==> config.mk <==
export PLATFORM = sky130hd
export DESIGN_NAME = memory_interface
export DESIGN_NICKNAME = d
export VERILOG_FILES = /design/src/rtl/memory_interface_pkg.sv /design/src/rtl/memory_interface_wait_counter.sv /design/src/rtl/memory_interface.sv
export SDC_FILE = /design/constraint.sdc
export NUM_CORES = 1
export LEC_CHECK = 0
export BUFFER_PORTS_ARGS = -buffer_cell sky130_fd_sc_hd__buf_2
export CAP_MARGIN = 40
export CORE_ASPECT_RATIO = 2
export CORE_MARGIN = 2
export CORE_UTILIZATION = 59
export DETAILED_ROUTE_END_ITERATION = 10
export PLACE_DENSITY = 0.92
export RECOVER_POWER = 25
export SETUP_SLACK_MARGIN = 0.02
export SLEW_MARGIN = 20
export SYNTH_ARGS = -nofsm -noshare
export SYNTH_HDL_FRONTEND = slang
export SYNTH_SLANG_ARGS = --single-unit
export TNS_END_PERCENT = 20
==> constraint.sdc <==
create_clock -name clk -period 3.5 [get_ports clk]
set_clock_uncertainty 0.1 [all_clocks]
set_input_delay 1.05 -clock clk [delete_from_list [all_inputs] [get_ports clk]]
set_output_delay 1.05 -clock clk [all_outputs]
set_load 0.05 [all_outputs]
==> src/rtl/memory_interface_pkg.sv <==
// Shared definitions for the external memory interface block.
// Holds the cycle state encoding, default parameter values and a small
// helper that sizes the wait-state counter.
package memory_interface_pkg;

  typedef enum logic [1:0] {
    IDLE = 2'd0,
    ADDR = 2'd1,
    WAIT = 2'd2,
    DONE = 2'd3
  } memState_t;

  localparam int WIDTH_DEFAULT    = 8;
  localparam int MAX_WAIT_DEFAULT = 15;

  // Bits needed to hold 0..n-1, never less than one.
  function automatic int cnt_width(input int n);
    return (n < 2) ? 1 : $clog2(n);
  endfunction

endpackage

==> src/rtl/memory_interface_wait_counter.sv <==
// Wait-state counter: counts cycles spent waiting on memory ready.
// Ports: clk/rst, i_clear (synchronous clear), i_enable (count one cycle),
//        o_terminal (count has reached MAX_WAIT-1; counting stops there).
module wait_counter
  import memory_interface_pkg::*;
#(
  parameter  int MAX_WAIT = MAX_WAIT_DEFAULT,
  localparam int CW       = cnt_width(MAX_WAIT)
) (
  input  logic clk,
  input  logic rst,
  input  logic i_clear,
  input  logic i_enable,
  output logic o_terminal
);

  logic [CW-1:0] r_count;

  assign o_terminal = (r_count == CW'(MAX_WAIT - 1));

  always_ff @(posedge clk or posedge rst) begin
    if (rst) begin
      r_count <= '0;
    end else if (i_clear) begin
      r_count <= '0;
    end else if (i_enable && !o_terminal) begin
      r_count <= r_count + CW'(1);
    end
  end

endmodule

==> src/rtl/memory_interface.sv <==
// External memory interface: runs one read or write bus cycle per request,
// inserting wait states on ready low and forcing completion after MAX_WAIT.
// Ports: busValue/load*/incAddr/start* from the core, ready/dataIn from
//        memory; address/dataOut/writeEnable to memory; dataLatch, busy,
//        dataValid and timeout back to the core.
module memory_interface
  import memory_interface_pkg::*;
#(
  parameter int WIDTH    = WIDTH_DEFAULT,
  parameter int MAX_WAIT = MAX_WAIT_DEFAULT
) (
  input  logic             clk,
  input  logic             rst,
  input  logic [WIDTH-1:0] busValue,
  input  logic             loadAddrLow,
  input  logic             loadAddrHigh,
  input  logic             incAddr,
  input  logic             startRead,
  input  logic             startWrite,
  input  logic             ready,
  input  logic [WIDTH-1:0] dataIn,
  output logic [15:0]      address,
  output logic [WIDTH-1:0] dataOut,
  output logic             writeEnable,
  output logic [WIDTH-1:0] dataLatch,
  output logic             busy,
  output logic             dataValid,
  output logic             timeout
);

  memState_t        r_state;
  memState_t        w_next;
  logic [15:0]      r_addr;     // address register seen and updated in IDLE
  logic [15:0]      r_cycAddr;  // address frozen for the cycle in flight
  logic [WIDTH-1:0] r_dataOut;
  logic [WIDTH-1:0] r_dataLatch;
  logic             r_isWrite;
  logic             r_timedOut;
  logic             w_start;
  logic             w_startWrite;
  logic             w_cntClear;
  logic             w_cntEn;
  logic             w_terminal;
  logic             w_timeoutHit;

  // Read wins when both starts are raised together.
  assign w_start      = startRead | startWrite;
  assign w_startWrite = startWrite & ~startRead;

  wait_counter #(.MAX_WAIT(MAX_WAIT)) u_wait_counter (
    .clk       (clk),
    .rst       (rst),
    .i_clear   (w_cntClear),
    .i_enable  (w_cntEn),
    .o_terminal(w_terminal)
  );

  always_comb begin
    w_next       = r_state;
    w_cntClear   = 1'b0;
    w_cntEn      = 1'b0;
    w_timeoutHit = 1'b0;
    case (r_state)
      IDLE: if (w_start) w_next = ADDR;
      ADDR: begin
        w_next     = WAIT;
        w_cntClear = 1'b1;
      end
      WAIT: begin
        if (ready) begin
          w_next = DONE;
        end else begin
          w_cntEn = 1'b1;
          if (w_terminal) begin
            w_next       = DONE;
            w_timeoutHit = 1'b1;
          end
        end
      end
      DONE:    w_next = IDLE;
      default: w_next = IDLE;
    endcase
  end

  always_ff @(posedge clk or posedge rst) begin
    if (rst) begin
      r_state     <= IDLE;
      r_addr      <= 16'h0000;
      r_cycAddr   <= 16'h0000;
      r_dataOut   <= '0;
      r_dataLatch <= '0;
      r_isWrite   <= 1'b0;
      r_timedOut  <= 1'b0;
    end else begin
      r_state <= w_next;
      if (r_state == IDLE) begin
        if (loadAddrLow)  r_addr[7:0]  <= 8'(busValue);
        if (loadAddrHigh) r_addr[15:8] <= 8'(busValue);
        if (!loadAddrLow && !loadAddrHigh && incAddr) r_addr <= r_addr + 16'd1;
        // Cycle uses the address as it stood before any same-edge update.
        if (w_start) begin
          r_cycAddr  <= r_addr;
          r_isWrite  <= w_startWrite;
          r_timedOut <= 1'b0;
          if (w_startWrite) r_dataOut <= busValue;
        end
      end
      if (r_state == WAIT) begin
        if (ready && !r_isWrite) r_dataLatch <= dataIn;
        if (w_timeoutHit)        r_timedOut  <= 1'b1;
      end
    end
  end

  // Decoded from state so that reset clears them without waiting for a clock.
  assign busy        = (r_state != IDLE);
  assign dataValid   = (r_state == DONE);
  assign timeout     = (r_state == DONE) && r_timedOut;
  assign writeEnable = ((r_state == ADDR) || (r_state == WAIT)) && r_isWrite;
  assign address     = busy ? r_cycAddr : r_addr;
  assign dataOut     = r_dataOut;
  assign dataLatch   = r_dataLatch;

endmodule
==> reports/metrics.csv, run 1 <==
stage,metric,value,unit
place,hpwl dp,4710,µm
floorplanning,Starting Density,60.4,%
global_route,vias in the first global route,2153,
layout,nets,341,
layout,"commonest non-fill, non-tap cell in the layout",buf_2,
clocking,# H-tree levels,2,
yosys,syn_nets,284,
route,antenna-violating nets left,0,
clocking,CTS Sinks,56,
critical_path,worst r2r path cells,7,
timing,fmax,305,MHz
yosys,number of synthesized flops with an enable pin,0,
timing,Tightest Pin Transition,1.35,ns
floorplanning,row count,36,
critical_path,worst endpoint required time,2.35,ns
clocking,post-cts hold buffer count,0,
yosys,Synth Register Bits,56,
yosys,top post-synthesis cells by area,"dfrtp_1 49%, mux2_2 19%, ha_1 3.0%",
yosys,Syn. warnings,0,
timing,Max-slew headroom,10.0,%
timing,fin crit period,3.28,ns
layout,Area growth syn-to-layout,15.1,%
critical_path,Setup crit start kind,flip-flop,
route,DR vias,2281,
layout,"commonest non-fill, non-tap cells in the layout","59 x buf_2, 56 x dfrtp_1, 48 x mux2_2",
yosys,Synth Cell Area,0.00288,mm²
clocking,Worst-path clk slew,0.10,ns
timing,Final Max Tran Viols,0,
route,Detailed Routing Iterations Pass 1,4,
layout,Final Util,69.5,%
timing,# setup viols final,0,
floorplanning,die height,103,µm
route,routed wire length,6330,µm
global_route,initial antenna violation count,0,
place,GP Congestion,0.891,
global_route,global route overflow,0,
critical_path,arrival time worst endpoint,2.13,ns
clocking,clk root buf,clkbuf_8,
yosys,synth unique cells,50,
route,DRT iter0 DRCs,102,
yosys,sequential-to-total area share from yosys stat,48.6,%
clocking,post-CTS sizing,0,
layout,layout cells sized above 1,40.8,%
worst_hold_path,Hold Crit Depth,2,
floorplanning,core box area,0.00477,mm²
route,number of remaining DRC errors,0,
layout,Diodes inserted,0,
clocking,number of buffers created by CTS,5,
worst_hold_path,HP Class,reg2reg,
critical_path,CP Max Fanout,11,
yosys,Mapped Cells,253,
job,maxcap violations,0,
layout,fill cell count,371,
yosys,ys async rst share,100,%
floorplanning,Die ar.,0.00550,mm²
timing,RSZ-0062 raised after global routing,no,
critical_path,CP endpoint kind,primary output,
run_status,status,completed,
floorplanning,I/O pins,60,
floorplanning,Die Width,53.4,µm
yosys,Syn Area/Cell,11.4,µm²
timing,Fin. Hold Viols,0,
critical_path,crit path kind,reg2out,
clocking,"Clk Latency, worst-skew pair",0.31,ns
route,DR vias/cell,6.20,
global_route,first-pass GRT wire length,10000,µm
global_route,Total GRT Usage,24.7,%
global_route,largest net degree at the start of global routing,57,
yosys,Main synth FF type,dfrtp_1,
timing,Final period util,93.7,%
yosys,"area leader, netlist",dfrtp_1,
place,Port Buffers,59,
clocking,Clock Path Buffers,2,
clocking,TritonCTS clock tree,done,
clocking,setup bufs post-CTS,0,
route,routed len/inst,17.2,µm
timing,Hold WS,0.380,ns
timing,Fin Setup TNS,0,ns
yosys,area fraction of the dominant cell type after synthesis,48.6,%
[cell usage after synthesis (all sizes together), types with 4 or more instances]
master / count
a21oi: 12
and3: 6
buf: 8
clkbuf: 6
dfrtp: 56
ha: 7
inv: 6
mux2: 48
nand2: 13
nand3: 15
nand4: 4
nor2: 7
o21ai: 12
[area by class of cell]
type,count,area [µm²],area share (%)
well taps,57,71.3,2.15
clock inverters,2,10.0,0.301
clock buffers,6,82.6,2.49
flip-flops and latches,56,1400,42.2
repair buffers,64,334,10.1
inverters,6,22.5,0.678
multi-input cells,177,1400,42.1
[critical path, stage by stage, from the launching register on]
cell	delay [ns]
dfrtp_1	0.43
inv_1	0.10
ha_1	0.50
buf_6	0.24
mux2_2	0.35
buf_2	0.21
[per-layer routing]
layer,up-vias,share of wire (%),GRT usage [%]
met2,104,53,40.6
met3,15,5.2,3.62
met4,0,2.4,11.2
li1,1052,-,-
met1,1110,40,31.5
met5,-,0,0
[kinds of logic after synthesis]
| group | Yosys count | synth area share (%) |
|---|---|---|
| buffers and inverters | 20 | 3.08 |
| AOI/OAI and AO/OA | 51 | 11.8 |
| xor gates and xnor gates | 3 | 0.911 |
| and+or+nand+nor | 67 | 13.4 |
| adders and majority gates | 7 | 3.04 |
| muxes | 49 | 19.1 |
| DFF | 56 | 48.6 |
[flip-flops by register name (all words and copies together) (netlist names)]
register                count
r_addr                     16
r_cycAddr                  16
dataLatch                   8
dataOut                     8
u_wait_counter.r_count      4
r_state                     2
r_isWrite                   1
r_timedOut                  1
[metrics by stage]
stage	instances	instance area, µm²	setup slack [ns]
global route	368	3320	0.110
CTS	368	3320	0.192
global placement	359	3220	0.459
detailed placement	360	3230	0.550
floorplan	253	2880	0.684
finish	368	3320	0.220
[path summary, 6_finish.rpt]
path / startpoint / slack, ns / to
setup / recovery: r_state[0] / 0.22 / address[14]
hold / removal: r_timedOut / 0.38 / r_timedOut
setup reg to reg: r_state[0] / 0.78 / r_addr[15]
hold reg to reg: r_timedOut / 0.38 / r_timedOut
max in group asynchronous: rst / 1.41 / r_addr[10]
min in group asynchronous: rst / 1.08 / dataLatch[3]
Power of run 1 is not shown: default switching activity piles up to over one toggle a cycle in this logic, so the estimate is an artifact.
==> inputs of run 2 (changes only) <==
Settings changed: SYNTH_HIERARCHICAL from default to 1.
==> reports/metrics.csv, run 2 <==
stage,metric,value,unit,change
timing,RSZ-0062 raised after global routing,no,,unchanged
route,routed wire length,6870,µm,was 6330 µm
route,antenna-violating nets left,0,,unchanged
yosys,most frequent cells after synthesis,"56 x dfrtp_1, 47 x mux2_2, 19 x a21oi_1",,"was 56 x dfrtp_1, 48 x mux2_2, 14 x nand3_1"
critical_path,CP cell instances,"inv_1, ha_1, buf_4, mux2_2, buf_2",,"was inv_1, ha_1, buf_6, mux2_2, buf_2"
clocking,Worst-path clk slew,0.09,ns,was 0.10 ns
layout,register area,0.00140,mm²,unchanged
clocking,setup bufs post-CTS,0,,unchanged
yosys,Main synth FF type,dfrtp_1,,unchanged
global_route,vias in the first global route,2308,,was 2153
yosys,Syn. warnings,6,,was 0
global_route,first-pass GRT wire length,10700,µm,was 10000 µm
worst_hold_path,HP Class,reg2reg,,unchanged
layout,layout cells sized above 1,39.7,%,was 40.8%
critical_path,Setup crit start kind,flip-flop,,unchanged
route,DR vias/cell,6.21,,was 6.20
critical_path,CP Max Fanout,33,,was 11
critical_path,slowest CP cell,dfrtp_1,,was ha_1
clocking,# H-tree levels,2,,unchanged
place,Port Buffers,59,,unchanged
place,GP Congestion,0.932,,was 0.891
critical_path,worst endpoint required time,2.35,ns,about the same
timing,# setup viols final,0,,unchanged
timing,fin crit period,3.12,ns,was 3.28 ns
yosys,top post-synthesis cells by area,"dfrtp_1 48%, mux2_2 18%, a21oi_1 3.2%",,"was dfrtp_1 49%, mux2_2 19%, ha_1 3.0%"
layout,Largest regs,"r_addr (16), r_cycAddr (16)",,unchanged
route,Detailed Routing Iterations Pass 1,4,,unchanged
critical_path,CP endpoint kind,primary output,,unchanged
route,number of remaining DRC errors,0,,unchanged
global_route,Total GRT Usage,26.2,%,was 24.7%
yosys,ys async rst share,100,%,unchanged
route,max layer used,met4,,unchanged
yosys,synth unique cells,52,,was 50
yosys,Synth Cell Area,0.00294,mm²,was 0.00288 mm²
yosys,Syn Area/Cell,11.3,µm²,was 11.4 µm²
clocking,number of buffers created by CTS,5,,unchanged
job,maxcap violations,0,,unchanged
clocking,CTS Sinks,56,,unchanged
timing,Fin. Hold Viols,0,,unchanged
timing,Fin Setup TNS,0,ns,unchanged
route,routed len/inst,18.2,µm,was 17.2 µm
layout,fill cell count,374,,was 371
clocking,post-CTS sizing,0,,unchanged
layout,Area growth syn-to-layout,15.0,%,was 15.1%
floorplanning,row count,36,,unchanged
global_route,largest net degree at the start of global routing,53,,was 57
timing,Final Max Tran Viols,0,,unchanged
timing,Max-slew headroom,13.5,%,was 10.0%
layout,multi-input logic area,0.00143,mm²,was 0.00140 mm²
global_route,initial antenna violation count,0,,unchanged
clocking,"Clk Latency, worst-skew pair",0.32,ns,was 0.31 ns
timing,Tightest Pin Transition,1.30,ns,was 1.35 ns
clocking,TritonCTS clock tree,done,,unchanged
clocking,post-cts hold buffer count,0,,unchanged
yosys,Mapped Cells,260,,was 253
critical_path,Top Family by Delay on Critical Path,buffers and inverters,,unchanged
layout,nets,350,,was 341
place,Post-Place Setup Slack,0.743,ns,was 0.550 ns
clocking,Clock Path Buffers,2,,unchanged
place,hpwl dp,5000,µm,was 4710 µm
timing,fmax,320,MHz,was 305 MHz
layout,Diodes inserted,0,,unchanged
yosys,"area leader, netlist",dfrtp_1,,unchanged
route,M1 wire length,2390,µm,was 2510 µm
run_status,status,completed,,unchanged
critical_path,arrival time worst endpoint,1.97,ns,was 2.13 ns
yosys,most frequent cell after synthesis,dfrtp_1,,unchanged
route,DRT iter0 DRCs,83,,was 102
global_route,global route overflow,0,,unchanged
timing,Setup WS post-layout,0.378,ns,was 0.220 ns
yosys,sequential-to-total area share from yosys stat,47.7,%,was 48.6%
layout,"commonest non-fill, non-tap cell in the layout",buf_2,,unchanged
critical_path,buffers plus inverters on the worst setup path,3,,unchanged
critical_path,max incr delay on CP,0.44,ns,was 0.50 ns
critical_path,crit path kind,reg2out,,unchanged
timing,Final period util,89.2,%,was 93.7%
floorplanning,Starting Density,61.0,%,was 60.4%
floorplanning,Die Width,53.9,µm,was 53.4 µm
yosys,number of synthesized flops with an enable pin,0,,unchanged
yosys,Synth Register Bits,56,,unchanged
route,DR WL met2,3790,µm,was 3340 µm
route,wire length on met3,297,µm,was 328 µm
yosys,area fraction of the dominant cell type after synthesis,47.7,%,was 48.6%
layout,"commonest non-fill, non-tap cells in the layout","58 x buf_2, 56 x dfrtp_1, 47 x mux2_2",,"was 59 x buf_2, 56 x dfrtp_1, 48 x mux2_2"
floorplanning,I/O pins,60,,unchanged
yosys,syn_nets,291,,was 284
floorplanning,core box area,0.00482,mm²,was 0.00477 mm²
floorplanning,Die ar.,0.00559,mm²,was 0.00550 mm²
floorplanning,die height,104,µm,was 103 µm
clocking,clk root buf,clkbuf_8,,unchanged
route,DR vias,2342,,was 2281
## run 2: cell count changes after synthesis, sizes merged, moves of 3 or more
cell	previous run	this run
inv	6	10
nand4	4	8
o21ai	12	18
clkbuf	6	1
a21oi	12	19
nand3	15	10
buf	8	11
## run 2: routing by layer
metal / global-route usage [%] / up-vias
met4: 16.7 / 0
li1: - / 1078
met1: 27.5 / 1148
met3: 5.04 / 29
met2: 44.5 / 87
met5: 0 / -
## run 2: final timing paths
check,start,depth (start not counted),endpoint,slack [ns]
max,r_state[0],5,address[11],0.38
min,r_cycAddr[8],2,r_cycAddr[8],0.40
max reg2reg,r_state[0],5,dataOut[7],1.45
min reg2reg,r_cycAddr[8],2,r_cycAddr[8],0.40
max in group asynchronous,rst,3,r_cycAddr[7],1.47
min in group asynchronous,rst,2,u_wait_counter/r_count[1],0.49
## run 2: cells by family after synthesis
group	synth area share [%]
AO/OA/AOI/OAI	14.4
multiplexers	18.4
flip-flops	47.7
adder cells (fa/ha/maj)	2.98
buffers and inverters	3.58
AND/OR/NAND/NOR	13.0
## run 2: tightest hold or removal path: cells and delay by family, from the launching register on
| family | cells | cell delay [ns] |
|---|---|---|
| flip-flops | 1 | 0.35 |
| AND/OR/NAND/NOR | 1 | 0.05 |
| AO/OA/AOI/OAI | 1 | 0.07 |
## run 2: layout make-up
| class | count | share of cell area (%) |
|---|---|---|
| timing repair buffer | 64 | 9.74 |
| sequential | 56 | 41.5 |
| clock inverter | 2 | 1.04 |
| inverter | 10 | 1.11 |
| multi-input combinational | 182 | 42.4 |
| clock buffer | 6 | 2.15 |
| tap | 57 | 2.11 |
## run 2: stage by stage
step           hold slack, ns  area [µm²]  instances  util [%]
2_1_floorplan           0.346        2940        260         -
3_3_place_gp            0.362        3270        369      67.9
3_5_place_dp            0.382        3270        369      67.9
4_1_cts                 0.404        3380        377      70.2
5_1_grt                 0.420        3380        377      70.1
6_report                0.403        3380        377      70.1
Power of run 2 is left out for the same reason.
